### config.mk
export PLATFORM = sky130hd
export DESIGN_NAME = cla_pipe_adder_flat
export DESIGN_NICKNAME = d
export VERILOG_FILES = /design/src/rtl/cla_pipe_adder_pkg.sv /design/src/rtl/cla_pipe_adder_if.sv /design/src/rtl/cla_pipe_adder_group4.sv /design/src/rtl/cla_pipe_adder.sv /design/src/flat_wrapper.sv
export SDC_FILE = /design/constraint.sdc
export NUM_CORES = 1
export LEC_CHECK = 0
export BUFFER_PORTS_ARGS = -buffer_cell sky130_fd_sc_hd__buf_2
export CAP_MARGIN = 40
export CORE_ASPECT_RATIO = 0.75
export CORE_MARGIN = 1.5
export CORE_UTILIZATION = 30
export DETAILED_ROUTE_END_ITERATION = 10
export PLACE_DENSITY = 0.51
export RECOVER_POWER = 50
export SLEW_MARGIN = 20
export SYNTH_ARGS = -nofsm -noshare
export SYNTH_HDL_FRONTEND = slang
export SYNTH_SLANG_ARGS = --single-unit
### constraint.sdc
create_clock -name clk -period 2.68 [get_ports clk]
set_input_delay 0.268 -clock clk [delete_from_list [all_inputs] [get_ports clk]]
set_output_delay 0.268 -clock clk [all_outputs]
set_load 0.05 [all_outputs]
### src/rtl/cla_pipe_adder_pkg.sv
// Shared definitions for the pipelined carry-lookahead adder:
// op encoding, default width and 4-bit group propagate/generate helpers.
package cla_pkg;

  typedef enum logic {
    OP_ADD = 1'b0,
    OP_SUB = 1'b1
  } op_e;

  localparam int unsigned DEF_WIDTH = 16;
  localparam int unsigned GRP_BITS  = 4;

  function automatic logic grp_pg(input logic [3:0] p);
    return &p;
  endfunction

  function automatic logic grp_gg(input logic [3:0] p, input logic [3:0] g);
    return g[3] | (p[3] & g[2]) | (p[3] & p[2] & g[1]) | (p[3] & p[2] & p[1] & g[0]);
  endfunction

endpackage

### src/rtl/cla_pipe_adder_if.sv
// Operand/result handshake bundle for cla_pipe_adder; master drives operands
// and out_ready, slave returns in_ready and the registered result.
interface cla_pipe_adder_if
  import cla_pkg::*;
#(
  parameter int unsigned WIDTH = DEF_WIDTH
);
  logic             in_valid;
  logic             in_ready;
  logic             op;
  logic [WIDTH-1:0] a;
  logic [WIDTH-1:0] b;
  logic             cin;
  logic             out_valid;
  logic             out_ready;
  logic [WIDTH-1:0] sum;
  logic             cout;
  logic             ovf;

  modport master (
    output in_valid, op, a, b, cin, out_ready,
    input  in_ready, out_valid, sum, cout, ovf
  );

  modport slave (
    input  in_valid, op, a, b, cin, out_ready,
    output in_ready, out_valid, sum, cout, ovf
  );
endinterface

### src/rtl/cla_pipe_adder_group4.sv
// 4-bit lookahead group: internal carries from p/g/cin, sum bits and
// group-level propagate/generate for the next lookahead level.
module cla_group4
  import cla_pkg::*;
(
  input  logic [3:0] p,
  input  logic [3:0] g,
  input  logic       cin,
  output logic [3:0] sum,
  output logic       pg,
  output logic       gg
);
  logic [3:0] c;

  always_comb begin
    c[0] = cin;
    c[1] = g[0] | (p[0] & cin);
    c[2] = g[1] | (p[1] & g[0]) | (p[1] & p[0] & cin);
    c[3] = g[2] | (p[2] & g[1]) | (p[2] & p[1] & g[0]) | (p[2] & p[1] & p[0] & cin);
    sum  = p ^ c;
    pg   = grp_pg(p);
    gg   = grp_gg(p, g);
  end
endmodule

### src/rtl/cla_pipe_adder.sv
// Two-stage pipelined carry-lookahead adder/subtractor with valid/ready
// handshake: stage 1 registers bit and group P/G, stage 2 resolves carries.
module cla_pipe_adder
  import cla_pkg::*;
#(
  parameter int unsigned WIDTH = DEF_WIDTH,
  parameter int unsigned GROUP = GRP_BITS
) (
  input logic              clk,
  input logic              rst_n,
  cla_pipe_adder_if.slave  bus
);
  localparam int unsigned NG = WIDTH / GROUP;

  // Stage 1: operand conditioning and P/G capture
  logic             is_sub;
  logic [WIDTH-1:0] b_eff;
  logic [WIDTH-1:0] p_in;
  logic [WIDTH-1:0] g_in;
  logic [NG-1:0]    pg_in;
  logic [NG-1:0]    gg_in;
  logic             c0_in;

  logic             s1_valid;
  logic [WIDTH-1:0] s1_p;
  logic [WIDTH-1:0] s1_g;
  logic [NG-1:0]    s1_pg;
  logic [NG-1:0]    s1_gg;
  logic             s1_c0;

  logic             s2_valid;
  logic [WIDTH-1:0] s2_sum;
  logic             s2_cout;
  logic             s2_ovf;

  logic             adv2;
  logic             in_ready;
  logic             in_fire;

  always_comb begin
    is_sub = (op_e'(bus.op) == OP_SUB);
    b_eff  = is_sub ? ~bus.b : bus.b;
    p_in   = bus.a ^ b_eff;
    g_in   = bus.a & b_eff;
    c0_in  = is_sub ? 1'b1 : bus.cin;
    pg_in  = '0;
    gg_in  = '0;
    for (int unsigned k = 0; k < NG; k++) begin
      pg_in[k] = grp_pg(p_in[4*k +: 4]);
      gg_in[k] = grp_gg(p_in[4*k +: 4], g_in[4*k +: 4]);
    end
  end

  assign adv2     = !s2_valid || bus.out_ready;
  assign in_ready = !s1_valid || adv2;
  assign in_fire  = bus.in_valid && in_ready;

  always_ff @(posedge clk or negedge rst_n) begin
    if (!rst_n) begin
      s1_valid <= 1'b0;
    end else if (in_ready) begin
      s1_valid <= bus.in_valid;
    end
  end

  always_ff @(posedge clk) begin
    if (in_fire) begin
      s1_p  <= p_in;
      s1_g  <= g_in;
      s1_pg <= pg_in;
      s1_gg <= gg_in;
      s1_c0 <= c0_in;
    end
  end

  // Stage 2: each group carry is a flat OR of products over the registered
  // group P/G (no group-to-group ripple), c_grp[NG] being the final carry.
  logic [NG:0]      c_grp;
  logic             term;
  logic             acc;
  logic [WIDTH-1:0] sum_next;
  logic [NG-1:0]    unused_pg;
  logic [NG-1:0]    unused_gg;
  logic             c_msb;
  logic             ovf_next;

  always_comb begin
    c_grp    = '0;
    term     = 1'b0;
    acc      = 1'b0;
    c_grp[0] = s1_c0;
    for (int unsigned k = 1; k <= NG; k++) begin
      term = s1_c0;
      for (int unsigned i = 0; i < k; i++) begin
        term = term & s1_pg[i];
      end
      acc = term;
      for (int unsigned j = 0; j < k; j++) begin
        term = s1_gg[j];
        for (int unsigned i = j + 1; i < k; i++) begin
          term = term & s1_pg[i];
        end
        acc = acc | term;
      end
      c_grp[k] = acc;
    end
  end

  for (genvar k = 0; k < NG; k++) begin : g_grp
    cla_group4 u_grp (
      .p   (s1_p[4*k +: 4]),
      .g   (s1_g[4*k +: 4]),
      .cin (c_grp[k]),
      .sum (sum_next[4*k +: 4]),
      .pg  (unused_pg[k]),
      .gg  (unused_gg[k])
    );
  end

  // Sum bit is p ^ carry-in, so the carry into the MSB falls out of it.
  assign c_msb    = sum_next[WIDTH-1] ^ s1_p[WIDTH-1];
  assign ovf_next = c_msb ^ c_grp[NG];

  always_ff @(posedge clk or negedge rst_n) begin
    if (!rst_n) begin
      s2_valid <= 1'b0;
      s2_sum   <= '0;
      s2_cout  <= 1'b0;
      s2_ovf   <= 1'b0;
    end else if (adv2) begin
      s2_valid <= s1_valid;
      if (s1_valid) begin
        s2_sum  <= sum_next;
        s2_cout <= c_grp[NG];
        s2_ovf  <= ovf_next;
      end
    end
  end

  assign bus.in_ready  = in_ready;
  assign bus.out_valid = s2_valid;
  assign bus.sum       = s2_sum;
  assign bus.cout      = s2_cout;
  assign bus.ovf       = s2_ovf;
endmodule

### src/flat_wrapper.sv
// flat-port wrapper written by rule: the top's interface ports become plain ports
module cla_pipe_adder_flat import cla_pkg::*;
#(
  parameter int unsigned WIDTH = DEF_WIDTH,
  parameter int unsigned GROUP = GRP_BITS
)
  (clk, rst_n, bus_in_valid, bus_op, bus_a, bus_b, bus_cin, bus_out_ready, bus_in_ready, bus_out_valid, bus_sum, bus_cout, bus_ovf);
  cla_pipe_adder_if #(.WIDTH(WIDTH)) bus_i ();
  input logic clk;
  input logic rst_n;
  input wire logic [$bits(bus_i.in_valid)-1:0] bus_in_valid;
  input wire logic [$bits(bus_i.op)-1:0] bus_op;
  input wire logic [$bits(bus_i.a)-1:0] bus_a;
  input wire logic [$bits(bus_i.b)-1:0] bus_b;
  input wire logic [$bits(bus_i.cin)-1:0] bus_cin;
  input wire logic [$bits(bus_i.out_ready)-1:0] bus_out_ready;
  output wire logic [$bits(bus_i.in_ready)-1:0] bus_in_ready;
  output wire logic [$bits(bus_i.out_valid)-1:0] bus_out_valid;
  output wire logic [$bits(bus_i.sum)-1:0] bus_sum;
  output wire logic [$bits(bus_i.cout)-1:0] bus_cout;
  output wire logic [$bits(bus_i.ovf)-1:0] bus_ovf;
  assign bus_i.in_valid = bus_in_valid;
  assign bus_i.op = bus_op;
  assign bus_i.a = bus_a;
  assign bus_i.b = bus_b;
  assign bus_i.cin = bus_cin;
  assign bus_i.out_ready = bus_out_ready;
  assign bus_in_ready = bus_i.in_ready;
  assign bus_out_valid = bus_i.out_valid;
  assign bus_sum = bus_i.sum;
  assign bus_cout = bus_i.cout;
  assign bus_ovf = bus_i.ovf;
  cla_pipe_adder #(.WIDTH(WIDTH), .GROUP(GROUP)) u_core (.clk(clk), .rst_n(rst_n), .bus(bus_i));
endmodule
======== Word-level counts from Yosys, hierarchy flattened ========
Cells that the tools add are included.
storage, ports and cells
  input bits .............................. 38
  register bits ........................... 60
  output and inout port bits .............. 20
cells by class
  bitwise gates (word level) .............. 121
  reduce and logical (&&, ||, !) cells .... 10
  multiplexer cells ....................... 1
operators by type and width
  kind                 number
  bitwise AND 1 bit    66
  bitwise OR 1 bit     46
  bitwise AND 16 bit   1
  2-to-1 mux 16 bit    1
  NOT 16 bit           1
  AND reduction 4 bit  4
  bitwise XOR 16 bit   1
  bitwise XOR 4 bit    4
  logical NOT 1 bit    2
  logical OR 1 bit     2
  AND reduction 2 bit  1
  bitwise XOR 1 bit    2
  logical AND 1 bit    1

======== Logic depth before layout (Yosys ltp) ========
  word-level depth ........................ 11
  gate-level depth with buffers ........... 8
  depth with buffers taken out ............ 7

======== Hierarchy ========
A second synthesis with hierarchy kept.
second synthesis, totals
  cells, all modules ...................... 208
  area, all modules ....................... 2,941.6 sq um
modules (own cells, without submodules)
  module          cells an instance  instances  area an instance (sq um)  sequential area each (sq um)
  cla_pipe_adder  152                1          2,536.2                   1,731.7
  cla_group4      14                 4          101.3                     0.0

======== Worst setup path after synthesis ========
No wires, ideal clock.
  kind .................................... reg2reg
  start point ............................. register u_core.s2_valid, in the netlist u_core.bus.out_valid
  end point ............................... register u_core.s1_c0, enable pin
  setup slack ............................. 148 ps
  data arrival time ....................... 2,134 ps
  required time ........................... 2,282 ps
  stages on the path, launching flop included .. 4
  setup time .............................. 398 ps
  cell sequence ........................... dfrtp_1 > nor2b_4 > nand2_1 > and2_1
between the ends
  cells in the longest elaborated chain, start to end .. 4
RTL lines
  what                      RTL line               text
  start: declaration        cla_pipe_adder.sv:31   logic s2_valid;
  start signal: assignment  cla_pipe_adder.sv:131  s2_valid <= s1_valid;
  logical NOT 1 bit         cla_pipe_adder.sv:54   assign adv2 = !s2_valid || bus.out_ready;
  logical OR 1 bit          cla_pipe_adder.sv:54
  logical OR 1 bit          cla_pipe_adder.sv:55   assign in_ready = !s1_valid || adv2;
  via bus_in_ready          flat_wrapper.sv:17     output wire logic [$bits(bus_i.in_ready)-1:0] bus_in_ready;
  logical AND 1 bit         cla_pipe_adder.sv:56   assign in_fire = bus.in_valid && in_ready;
  via u_core.in_fire        cla_pipe_adder.sv:38   logic in_fire;
  end signal: assignment    cla_pipe_adder.sv:72   s1_c0 <= c0_in;
  end: declaration          cla_pipe_adder.sv:29   logic s1_c0;
The timed path passes the listed nets, and every way through them passes these cells.
A chain may end at the register's enable or synchronous reset.

======== Worst setup path after layout ========
  start point ............................. input bus_op
  end point ............................... register u_core.s1_gg[2], data pin
between the ends
  elaborated cells between the ends (all ways) .. 11
RTL lines
  what                            RTL line                  text
  start: declaration              flat_wrapper.sv:12        input wire logic [$bits(bus_i.op)-1:0] bus_op;
  2-to-1 mux 16 bit               cla_pipe_adder.sv:42      b_eff = is_sub ? ~bus.b : bus.b;
  bitwise XOR 16 bit              cla_pipe_adder.sv:43      p_in = bus.a ^ b_eff;
  via u_core.p_in[9]              cla_pipe_adder.sv:18      logic [WIDTH-1:0] p_in;
  bitwise AND 1 bit (2 in a row)  cla_pipe_adder_pkg.sv:18  return g[3] | (p[3] & g[2]) | (p[3] & p[2] & g[1]) | (p[3] & p[2] & p[1] & g[0]);
  bitwise OR 1 bit                cla_pipe_adder_pkg.sv:18
  via u_core.gg_in[2]             cla_pipe_adder.sv:21      logic [NG-1:0] gg_in;
  end signal: assignment          cla_pipe_adder.sv:71      s1_gg <= gg_in;
  end: declaration                cla_pipe_adder.sv:28      logic [NG-1:0] s1_gg;
The timed path passes the listed nets, and every way through them passes these cells.

==> results.cfg <==
[critical_path]
cp.arrival_ns = 2.08
cp_max_fo = 17
total_stage_count_of_the_critical_path = 7
crit_path_max_incr_delay_ns = 0.88
timing.critical_path.to = u_core.s1_gg[2]
critPathKind = in2reg
critical-path-top-delay-family = buffers and inverters
timing.critical_path.from_type = input port
critical-path-slowest-cell = clkbuf_1
worst_setup_path_startpoint = bus_op
reg2regPathDepth = 4
timing.reg2reg.setup_slack_ns = 0.69
path_cells = clkbuf_1 > xor2_1 > ha_1 > a21oi_1 > nor2b_1 > o21ai_0 > nand2b_1
crit-reg2reg-capture = u_core.bus.sum[11]
cp_data_required_time_ns = 2.75
path_buf_inv = 1
cp-end-kind = flip-flop
critical_path.reg2reg.startpoint = u_core.bus.out_valid

[synth]
synth_edf_count = 37
synth.most_common_cell = edfxtp_1
synth.yosys.seq_area_share_pct = 56.94
ys_top_cells_by_area = edfxtp_1 39%, dfrtp_1 18%, ha_1 8.8%, xor2_1 6.2%, nand2_1 3.1%
synth.top_cell.area_share_pct = 39.26
synth.cells.most_frequent = 37 x edfxtp_1, 23 x nand2_1, 20 x dfrtp_1, 20 x ha_1, 20 x xor2_1
post_synth_instance_area_mm2 = 0.002830
yosysTopAreaCell = edfxtp_1
dominantRegCellSynth = edfxtp_1
synthesis.yosys.warnings = 0
post_synth_inst_count = 229
synthesis.area_per_instance_um2 = 12.36
synth_cell_type_count = 43
asyncSetResetFlopFracSynth_pct = 35.09
synth_nets = 287
ys_seq_elements = 57

[timing]
fin_crit_ns = 2.010
clock-skew-final_ns = 0.007677
max-slew-margin-rel_pct = 18.61
setup_total_negative_slack_ns = 0
final_critical_path_setup_slack_ns = 0.6699
fin_crit_sh_pct = 75.00
finalMaxSlewViolations = 0
hold_viol = 0
finalSetupViolations = 0
top_achievable_clock_speed_ghz = 0.4975
grt_setup_unrepaired = false
worst-slew-pin-transition_ns = 1.221

[placement]
dp_slack_ns = 0.7963
io_buffer_count = 57
place.gp.congestion = 0.7132
placed_wire_length_estimate_mm = 4.012

[clocking]
cts_num_sinks = 57
clock_tree.htree_level_count = 3
largest_buffer_count_on_any_clock_path = 2
clock_insertion_delay_worst_skew_ns = 0.33
cts_setup_buffers = 0
cts.reportedPaths.clkPinSlew_ns = 0.05
cts_tree = yes
ctsResizeCount = 0
cts_hold_repair.buffers = 1
cts_buf_count = 9
clk_root_buf = clkbuf_16

[pwr]
internal_power_mw = 1.981
total_power_mw = 2.916
clock_power_share_pct = 37.4
pwr_density_cell_mw_per_mm2 = 829.9
irDropWorstVdd_mv = 0.2562
comb_power_share_pct = 22.5
swShare_pct = 32.04
p_sw_mw = 0.9342
static-leakage-power_nw = 1.488
power.share.sequential_pct = 40.0

[route]
met2RoutedLength_mm = 2.276
drt-met1-wl_mm = 2.816
highest_metal_layer_with_signal_wires = met4
routedWlPerCell_um = 12.88
routed_via_density = 4.427
postRouteAntennaNets = 0
routed_wl_mm = 5.487
dr.pass1.iters = 4
route.detailed.drc = 0
drt_first_iter_violations = 65
detailroute.via_count = 1886
dr_wl_met3_um = 330

[job]
maxCapViolCount = 0

[floorplanning]
floorplan.core_area_mm2 = 0.009121
fp.dieW_um = 115.2
floorplan.initialDensity_pct = 31.03
io_count = 58
die_height_um = 87.12
design.die.area_mm2 = 0.01003
placementRows = 30

[finish]
drive_above_1_share_pct = 21.14
register_area_mm2 = 0.001612
filler_cell_count = 920
num-nets-final = 351
diodes = 0
layout-area-overhead-vs-synth_pct = 24.14
finalCoreUtilization_pct = 38.52
multiInputGateArea_mm2 = 0.001146

[grt]
first_global_vias = 1805
globalRoute.totalOverflow = 0
antenna_found_initial = 0
global_route_wire_length_before_repair_mm = 8.852
grt_usage_pct = 11.95
maximum_number_of_pins_on_one_net_before_global_route_repair = 38

[worst_hold_path]
timing.hold.worst.class = in2reg

[status]
outcome = completed
-- how the worst min path moves through the flow --
stage                       from           endpoint  cells past startpoint
finish              bus_in_valid    u_core.s1_valid                      2
global route        bus_in_valid    u_core.s1_valid                      2
CTS                 bus_in_valid    u_core.s1_valid                      2
detailed placement         rst_n  u_core.bus.sum[1]                      1
global placement           rst_n  u_core.bus.sum[1]                      1
floorplan                  rst_n    u_core.bus.cout                      0
-- registers in the layout (all words and copies together), names as in the netlist --
| register | count |
|---|---|
| u_core.bus.cout | 1 |
| u_core.bus.out_valid | 1 |
| u_core.bus.ovf | 1 |
| u_core.bus.sum | 16 |
| u_core.s1_c0 | 1 |
| u_core.s1_g | 12 |
| u_core.s1_gg | 4 |
| u_core.s1_p | 16 |
| u_core.s1_pg | 4 |
| u_core.s1_valid | 1 |
-- cells in the final DEF (no fill, tap or decap), types with 2 or more instances in the layout --
master and n:
nor2b_1 7, and2_1 2, o21ai_1 7, nand3_1 6
nor2_1 9, and3_1 3, or4_1 4, edfxtp_1 37
a21oi_1 11, xor2_1 20, buf_4 2, or2_2 2
clkbuf_1 16, mux2i_1 3, dfrtp_1 20, nand2_1 23
o21ai_0 8, clkinv_1 2, o211ai_1 2, a21o_1 4
buf_2 41, and4_1 4, ha_1 20, inv_1 4
clkbuf_16 9, clkinv_2 4, a211oi_1 2, o2111ai_1 3
nand2b_1 6
-- per-layer routing --
| metal | vias to the layer above | global-route usage, % |
|---|---|---|
| met5 | - | 0 |
| met4 | 0 | 4.040 |
| met3 | 7 | 5.567 |
| met2 | 51 | 17.48 |
| met1 | 854 | 15.62 |
| li1 | 974 | - |
-- logic make-up (layout without fill, tap and decap cells) --
kind of cell	after synthesis	count (layout)	synth area share (%)
xor+xnor	21	21	6.499
fa+ha+maj	20	20	8.842
flops	57	57	56.94
mux	3	3	1.061
compound gates	46	46	11.14
buf+inv	12	81	2.033
simple gates	70	70	13.48
-- power groups by stage --
stage	logic (mW)	clock network, mW	registers [mW]
2_1_floorplan	0.259	0	1.41
3_3_place_gp	0.679	0	1.19
3_5_place_dp	0.684	0	1.19
4_1_cts	0.687	1.12	1.17
5_1_grt	0.726	1.15	1.19
6_report	0.657	1.09	1.17
-- metrics by stage --
step | cell area, um^2 | hold WS [ns] | std cells
2_1_floorplan | 2830 | -0.02759 | 229
4_1_cts | 3548 | 0.1338 | 426
3_5_place_dp | 3252 | 0.2534 | 409
3_3_place_gp | 3252 | 0.2528 | 409
5_1_grt | 3513 | 0.1701 | 426
6_report | 3513 | 0.1497 | 426
-- area by class of cell --
type	count	area share (%)
inverter	5	0.5342
clock inverter	7	1.745
timing repair buffer	60	8.262
multi-input combinational	160	32.62
tap	128	4.558
clock buffer	9	6.410
sequential	57	45.87
Power figures use the tool's default switching activity.
